`src/rtl/riscv_pkg.sv`:
```
// Shared RV32I fetch-side types and constants.
// IFU_MISALIGN_CHECK_EN adds a per-entry fault bit to fetch_entry_t.
package riscv_pkg;

  localparam int          XLEN      = 32;
  localparam logic [31:0] NOP_INSTR = 32'h0000_0013;

  typedef enum logic [1:0] {
    ST_BOOT  = 2'd0,
    ST_RUN   = 2'd1,
    ST_REDIR = 2'd2
  } ifu_state_t;

  typedef struct packed {
`ifdef IFU_MISALIGN_CHECK_EN
    logic            fault;
`endif
    logic [XLEN-1:0] addr;
    logic [XLEN-1:0] instr;
  } fetch_entry_t;

endpackage

```
`src/rtl/fetch_fifo.sv`:
```
// Synchronous power-of-two FIFO with flush and occupancy count.
// Push while full is accepted when a pop happens in the same cycle.
module fetch_fifo #(
  parameter int WIDTH = 32,
  parameter int DEPTH = 2
) (
  input  logic                     clk,
  input  logic                     rst,
  input  logic                     flush_i,
  input  logic                     push_i,
  input  logic [WIDTH-1:0]         din_i,
  input  logic                     pop_i,
  output logic [WIDTH-1:0]         dout_o,
  output logic                     full_o,
  output logic                     empty_o,
  output logic [$clog2(DEPTH):0]   count_o
);

  localparam int AW = $clog2(DEPTH);
  localparam int CW = AW + 1;

  logic [WIDTH-1:0] mem_q [DEPTH];
  logic [AW-1:0]    wr_q, rd_q;
  logic [CW-1:0]    cnt_q;
  logic             do_push, do_pop;

  assign empty_o = (cnt_q == '0);
  assign full_o  = (cnt_q == CW'(DEPTH));
  assign count_o = cnt_q;
  assign dout_o  = mem_q[rd_q];
  assign do_pop  = pop_i && !empty_o;
  assign do_push = push_i && (!full_o || do_pop);

  always_ff @(posedge clk or posedge rst) begin
    if (rst) begin
      wr_q  <= '0;
      rd_q  <= '0;
      cnt_q <= '0;
    end else if (flush_i) begin
      wr_q  <= '0;
      rd_q  <= '0;
      cnt_q <= '0;
    end else begin
      if (do_push) wr_q <= wr_q + AW'(1);
      if (do_pop)  rd_q <= rd_q + AW'(1);
      cnt_q <= cnt_q + CW'(do_push) - CW'(do_pop);
    end
  end

  // Storage is data only; validity is tracked by the pointers above.
  always_ff @(posedge clk) begin
    if (do_push && !flush_i) mem_q[wr_q] <= din_i;
  end

endmodule

```
`src/rtl/ifu_fetch.sv`:
```
// RV32I instruction fetch: PC, imem request/response handshake, in-order fetch queue.
// IFU_MISALIGN_CHECK_EN: misaligned redirects enqueue a fault entry and add the id_fault port.
module ifu_fetch
  import riscv_pkg::*;
#(
  parameter logic [31:0] RESET_PC = 32'h0000_0000,
  parameter int          DEPTH    = 2
) (
  input  logic        clk,
  input  logic        rst,
  input  logic        redirect_valid,
  input  logic [31:0] redirect_pc,
  output logic        imem_req_valid,
  input  logic        imem_req_ready,
  output logic [31:0] imem_req_addr,
  input  logic        imem_rsp_valid,
  input  logic [31:0] imem_rsp_data,
  output logic        id_valid,
  input  logic        id_ready,
  output logic [31:0] id_instr,
  output logic [31:0] id_addr
`ifdef IFU_MISALIGN_CHECK_EN
  ,
  output logic        id_fault
`endif
);

  localparam int            CW      = $clog2(DEPTH) + 1;
  localparam logic [CW:0]   DEPTH_C = (CW + 1)'(DEPTH);

  ifu_state_t      state_q;
  logic [XLEN-1:0] pc_q, pc_d;
  logic [CW-1:0]   live_q, live_d, drop_q, drop_d;
  logic [CW-1:0]   ent_cnt, adr_cnt;
  logic [CW:0]     occ, inflight;
  fetch_entry_t    ent_din, ent_dout;
  logic [XLEN-1:0] adr_dout;
  logic            ent_push, ent_empty, ent_full, adr_full, adr_empty;
  logic            req_hs, rsp_keep, deq, stall;

  assign id_valid = !ent_empty && !redirect_valid;
  assign deq      = id_valid && id_ready;
  assign id_instr = id_valid ? ent_dout.instr : NOP_INSTR;
  assign id_addr  = id_valid ? ent_dout.addr  : '0;

  // The head leaving this cycle frees its slot, which keeps one fetch per cycle at DEPTH=2.
  assign occ      = (CW + 1)'(ent_cnt) + (CW + 1)'(live_q) - (CW + 1)'(deq);
  assign inflight = (CW + 1)'(live_q) + (CW + 1)'(drop_q);

  assign imem_req_valid = (state_q == ST_RUN) && !redirect_valid && !stall &&
                          (occ < DEPTH_C) && (inflight < DEPTH_C);
  assign imem_req_addr  = pc_q;
  assign req_hs         = imem_req_valid && imem_req_ready;
  assign rsp_keep       = imem_rsp_valid && (drop_q == '0) && !redirect_valid;

`ifdef IFU_MISALIGN_CHECK_EN
  logic misalign_q;

  always_ff @(posedge clk or posedge rst) begin
    if (rst)                 misalign_q <= 1'b0;
    else if (redirect_valid) misalign_q <= |redirect_pc[1:0];
  end

  assign stall    = misalign_q;
  assign id_fault = id_valid && ent_dout.fault;
`else
  logic unused_ok;
  assign stall     = 1'b0;
  assign unused_ok = ^{ent_full, adr_full, adr_empty, adr_cnt, redirect_pc[1:0]};
`endif

  always_comb begin
    ent_push       = rsp_keep;
    ent_din        = '0;
    ent_din.addr   = adr_dout;
    ent_din.instr  = imem_rsp_data;
`ifdef IFU_MISALIGN_CHECK_EN
    // The fault entry lands in the cycle after the redirect, once the queue has been flushed.
    if ((state_q == ST_REDIR) && misalign_q) begin
      ent_push      = 1'b1;
      ent_din.fault = 1'b1;
      ent_din.addr  = pc_q;
      ent_din.instr = NOP_INSTR;
    end
`endif
  end

  always_comb begin
    pc_d   = pc_q;
    live_d = live_q;
    drop_d = drop_q;
    if (redirect_valid) begin
`ifdef IFU_MISALIGN_CHECK_EN
      pc_d = redirect_pc;
`else
      pc_d = {redirect_pc[31:2], 2'b00};
`endif
      live_d = '0;
      // Everything still in flight becomes wrong-path; a beat arriving now is one of them.
      drop_d = drop_q + live_q - CW'(imem_rsp_valid);
    end else begin
      if (req_hs) pc_d = pc_q + 32'd4;
      live_d = live_q + CW'(req_hs) - CW'(rsp_keep);
      if (imem_rsp_valid && (drop_q != '0)) drop_d = drop_q - CW'(1);
    end
  end

  always_ff @(posedge clk or posedge rst) begin
    if (rst) begin
      state_q <= ST_BOOT;
      pc_q    <= RESET_PC;
      live_q  <= '0;
      drop_q  <= '0;
    end else begin
      state_q <= redirect_valid ? ST_REDIR : ST_RUN;
      pc_q    <= pc_d;
      live_q  <= live_d;
      drop_q  <= drop_d;
    end
  end

  fetch_fifo #(.WIDTH($bits(fetch_entry_t)), .DEPTH(DEPTH)) u_entry_q (
    .clk     (clk),
    .rst     (rst),
    .flush_i (redirect_valid),
    .push_i  (ent_push),
    .din_i   (ent_din),
    .pop_i   (deq),
    .dout_o  (ent_dout),
    .full_o  (ent_full),
    .empty_o (ent_empty),
    .count_o (ent_cnt)
  );

  fetch_fifo #(.WIDTH(XLEN), .DEPTH(DEPTH)) u_addr_q (
    .clk     (clk),
    .rst     (rst),
    .flush_i (redirect_valid),
    .push_i  (req_hs),
    .din_i   (pc_q),
    .pop_i   (rsp_keep),
    .dout_o  (adr_dout),
    .full_o  (adr_full),
    .empty_o (adr_empty),
    .count_o (adr_cnt)
  );

endmodule

```
`config.mk`:
```
export PLATFORM = sky130hd
export DESIGN_NAME = ifu_fetch
export DESIGN_NICKNAME = d
export VERILOG_FILES = /design/src/rtl/riscv_pkg.sv /design/src/rtl/fetch_fifo.sv /design/src/rtl/ifu_fetch.sv
export SDC_FILE = /design/constraint.sdc
export NUM_CORES = 1
export LEC_CHECK = 0
export CORE_AREA = 5 5 174 176
export DETAILED_ROUTE_END_ITERATION = 12
export DIE_AREA = 0 0 179 181
export HOLD_SLACK_MARGIN = 0.06
export PLACE_DENSITY = 0.53
export SETUP_SLACK_MARGIN = 0.3
export SYNTH_ARGS = -nofsm -noshare
export SYNTH_HDL_FRONTEND = slang
export SYNTH_SLANG_ARGS = --single-unit
export TNS_END_PERCENT = 1
```
`constraint.sdc`:
```
create_clock -name clk -period 6.97 [get_ports clk]
set_clock_uncertainty 0.1 [all_clocks]
set_input_delay 1.394 -clock clk [delete_from_list [all_inputs] [get_ports clk]]
set_output_delay 1.394 -clock clk [all_outputs]
set_load 0.01 [all_outputs]
```
==> metrics.yaml <==
synthesis:
  synth_simple_gate_area_share: 0.0953
  synth-compound-area-share: 0.0517
  yosys-top-cells-count: "edfxtp_1 (184), nor2_1 (76), mux2i_1 (66)"
  yosysMostFrequentCell: "edfxtp_1"
  synthAdderAreaFrac: 0.0212
  syn-cell-area_um2: 9570
  synth_seq_cells: 228
  ys.flop_type: "edfxtp_1"
  synth.distinct_cells: 58
  synth_warnings: 0
  syn_inst: 664
  synth_area_leaders: "edfxtp_1 (58%), dfrtp_1 (12%), mux2i_1 (6.9%)"
  synth_top_cell_area_share: 0.578
  synth_top_family_by_area: "multiplexers"
  avgSynthCellArea_um2: 14.4
  yosysTopAreaCell: "edfxtp_1"
  seq_area_frac_synth: 0.693
  synthXorXnorAreaFrac: 0.00916
  synth_edf_count: 184
  muxShareOfSynthArea: 0.104
  ys_async_sr_fraction: 0.193
min_path:
  holdPathEnd: "u_addr_q.mem_q[1][31]"
  holdCritPathClass: "reg2reg"
  hp-start: "imem_req_addr[31]"
  worstHoldPathCells: 0
status:
  outcome: "finished, final reports clean"
cts:
  cts.path.max_buffers: 3
  cts_root_buffer: "clkbuf_16"
  htree_levels: 1
  cts_num_sinks: 228
  cts_setup_buffers: 0
  cts_resized: 0
  hold_buffers: 0
  clk_pin_slew_ps: 60
  cts-buffers-inserted: 26
  insertion_delay_ps: 520
  cts_tree: "built"
placed_design:
  gp_congestion: 0.726
  place_ws_ps: 1090
  io_buffers: 161
  numPlacedInstances: 1187
  dp_hpwl_mm: 14.0
floorplan:
  core_um2: 28500
  die-width_um: 179
  placementRows: 62
  io_pins: 168
  die_y_um: 181
  die_area_um2: 32400
  initial_core_util: 0.336
worst_setup_path:
  rr_endpoint: "u_addr_q.mem_q[0][17]"
  r2r_slack_ps: 2450
  criticalPathCategory: "in2out"
  rr_startpoint: "u_entry_q.count_o[1]"
  setup.worst_path.end_class: "output pin"
  cp.arrival_ps: 4040
  reg2regPathDepth: 13
  cp.required_ps: 5480
  crit_fanout: 14
  start_kind: "input pin"
drt:
  firstDrtPassIters: 4
  first_iter_violations: 237
  vias_per_cell: 4.74
  via_count: 5851
  ant_nets: 0
  wl_per_cell_um: 17.9
  drc: 0
  totalWireLength_mm: 22.1
final_layout:
  utilization: 0.439
  nNetsFinal: 916
  stdcell_count: 1234
  area_delta_synth_final_pct: 30.6
  antenna_cells: 0
  drive_gt1_frac: 0.118
timing:
  rsz0062_at_grt: "no"
  hold_violations: 0
  slew_viol_final: 0
  fin_crit_ps: 5540
  finalSetupViolations: 0
  timing.fmax_mhz: 181
  slew_headroom: 0.313
  fin_crit_sh: 0.794
  setup-tns-final_ps: 0
  tightest_slew_ps: 1030
  setup_slack_ps: 1430
global_routing:
  track_usage: 0.133
  grt_pass1_vias: 5875
  antenna_found_initial: 0
  overflow: 0
  grt_pass1_wl_mm: 34.0
  grt_max_degree: 63
power_and_ir_drop:
  power_density_nw_per_um2: 287
  p_leak_uw: 0.00431
  peakVddDrop_uv: 157
flow_run:
  cap_violations: 0
==> critical path, cell delays in order <==
cell and delay (ps):
buf_2 100, inv_1 40, buf_4 230, o21ai_4 90, inv_1 190, nand2_1 200, inv_1 100, ha_1 220
nand2b_1 150, fa_1 480, and2_0 140, and3_1 170, clkdlybuf4s50_1 530
==> cells by family after synthesis <==
| group | Yosys count |
|---|---|
| AO/OA/AOI/OAI | 73 |
| AND/OR/NAND/NOR | 184 |
| adder cells (fa/ha/maj) | 15 |
| buffers and inverters | 57 |
| multiplexers | 96 |
| flip-flops | 228 |
| XOR/XNOR | 10 |
| other | 1 |
==> final cells by class <==
cell class	instances	area (um2)
Clock buffer	35	736
Clock inverter	12	146
Fill cell	2625	16000
Inverter	22	82.6
Multi-Input combinational cell	382	2740
Sequential cell	228	6630
Tap cell	384	480
Timing Repair Buffer	171	1680
==> power by group <==
part | switching [uW] | internal, uW
Clock | 528 | 852
Combinational | 269 | 267
Sequential | 89.5 | 1580
==> flip-flops by register name (all words and copies together), names as in the netlist <==
name	count
u_entry_q.rd_q	1
imem_req_addr	30
u_addr_q.rd_q	1
u_addr_q.wr_q	1
drop_q	2
u_entry_q.wr_q	1
u_addr_q.mem_q	60
u_entry_q.mem_q	124
u_entry_q.count_o	2
u_addr_q.count_o	2
state_q	2
live_q	2
==> per-layer routing <==
metal  track usage  vias to the layer above  wire length, um
met5             0                        -                0
met4        0.0362                        0              459
met3        0.0276                       31             1270
met2         0.226                      135            11000
met1         0.171                     2876             9370
li1              -                     2809                -
==> metrics by stage <==
step	cell area [um2]	power, uW	hold WS (ps)
2_1_floorplan	9580	1970	363
3_3_place_gp	11600	2240	415
3_5_place_dp	11600	2250	409
4_1_cts	12500	3640	423
5_1_grt	12500	3740	457
6_report	12500	3580	415
==> placed cells by master, fill, tap and decap left out, types with 7 or more instances in the layout <==
cell type | netlist | final
mux2i_1 | 66 | 66
a31oi_1 | 7 | 7
mux2_2 | 30 | 30
ha_1 | 13 | 13
o211ai_1 | 7 | 7
edfxtp_1 | 184 | 184
dfrtp_1 | 44 | 43
inv_1 | 21 | 20
clkdlybuf4s50_1 | 0 | 160
nand2_1 | 43 | 43
clkbuf_16 | 0 | 27
nor2_1 | 76 | 76
nand3_1 | 21 | 21
buf_4 | 5 | 10
o311ai_0 | 10 | 10
o21ai_0 | 24 | 24
==> worst max-delay path by stage <==
| stage | depth (start not counted) | slack, ps | end | from |
|---|---|---|---|---|
| global placement | 16 | 1090 | u_addr_q.mem_q[0][31] | redirect_valid |
| global route | 13 | 1230 | imem_req_valid | redirect_valid |
| floorplan | 7 | 1210 | u_entry_q.mem_q[0][0] | redirect_valid |
| finish | 13 | 1430 | imem_req_valid | redirect_valid |
| detailed placement | 16 | 1090 | u_addr_q.mem_q[0][11] | redirect_valid |
| CTS | 13 | 1400 | imem_req_valid | redirect_valid |
Power figures use the tool's default switching activity.
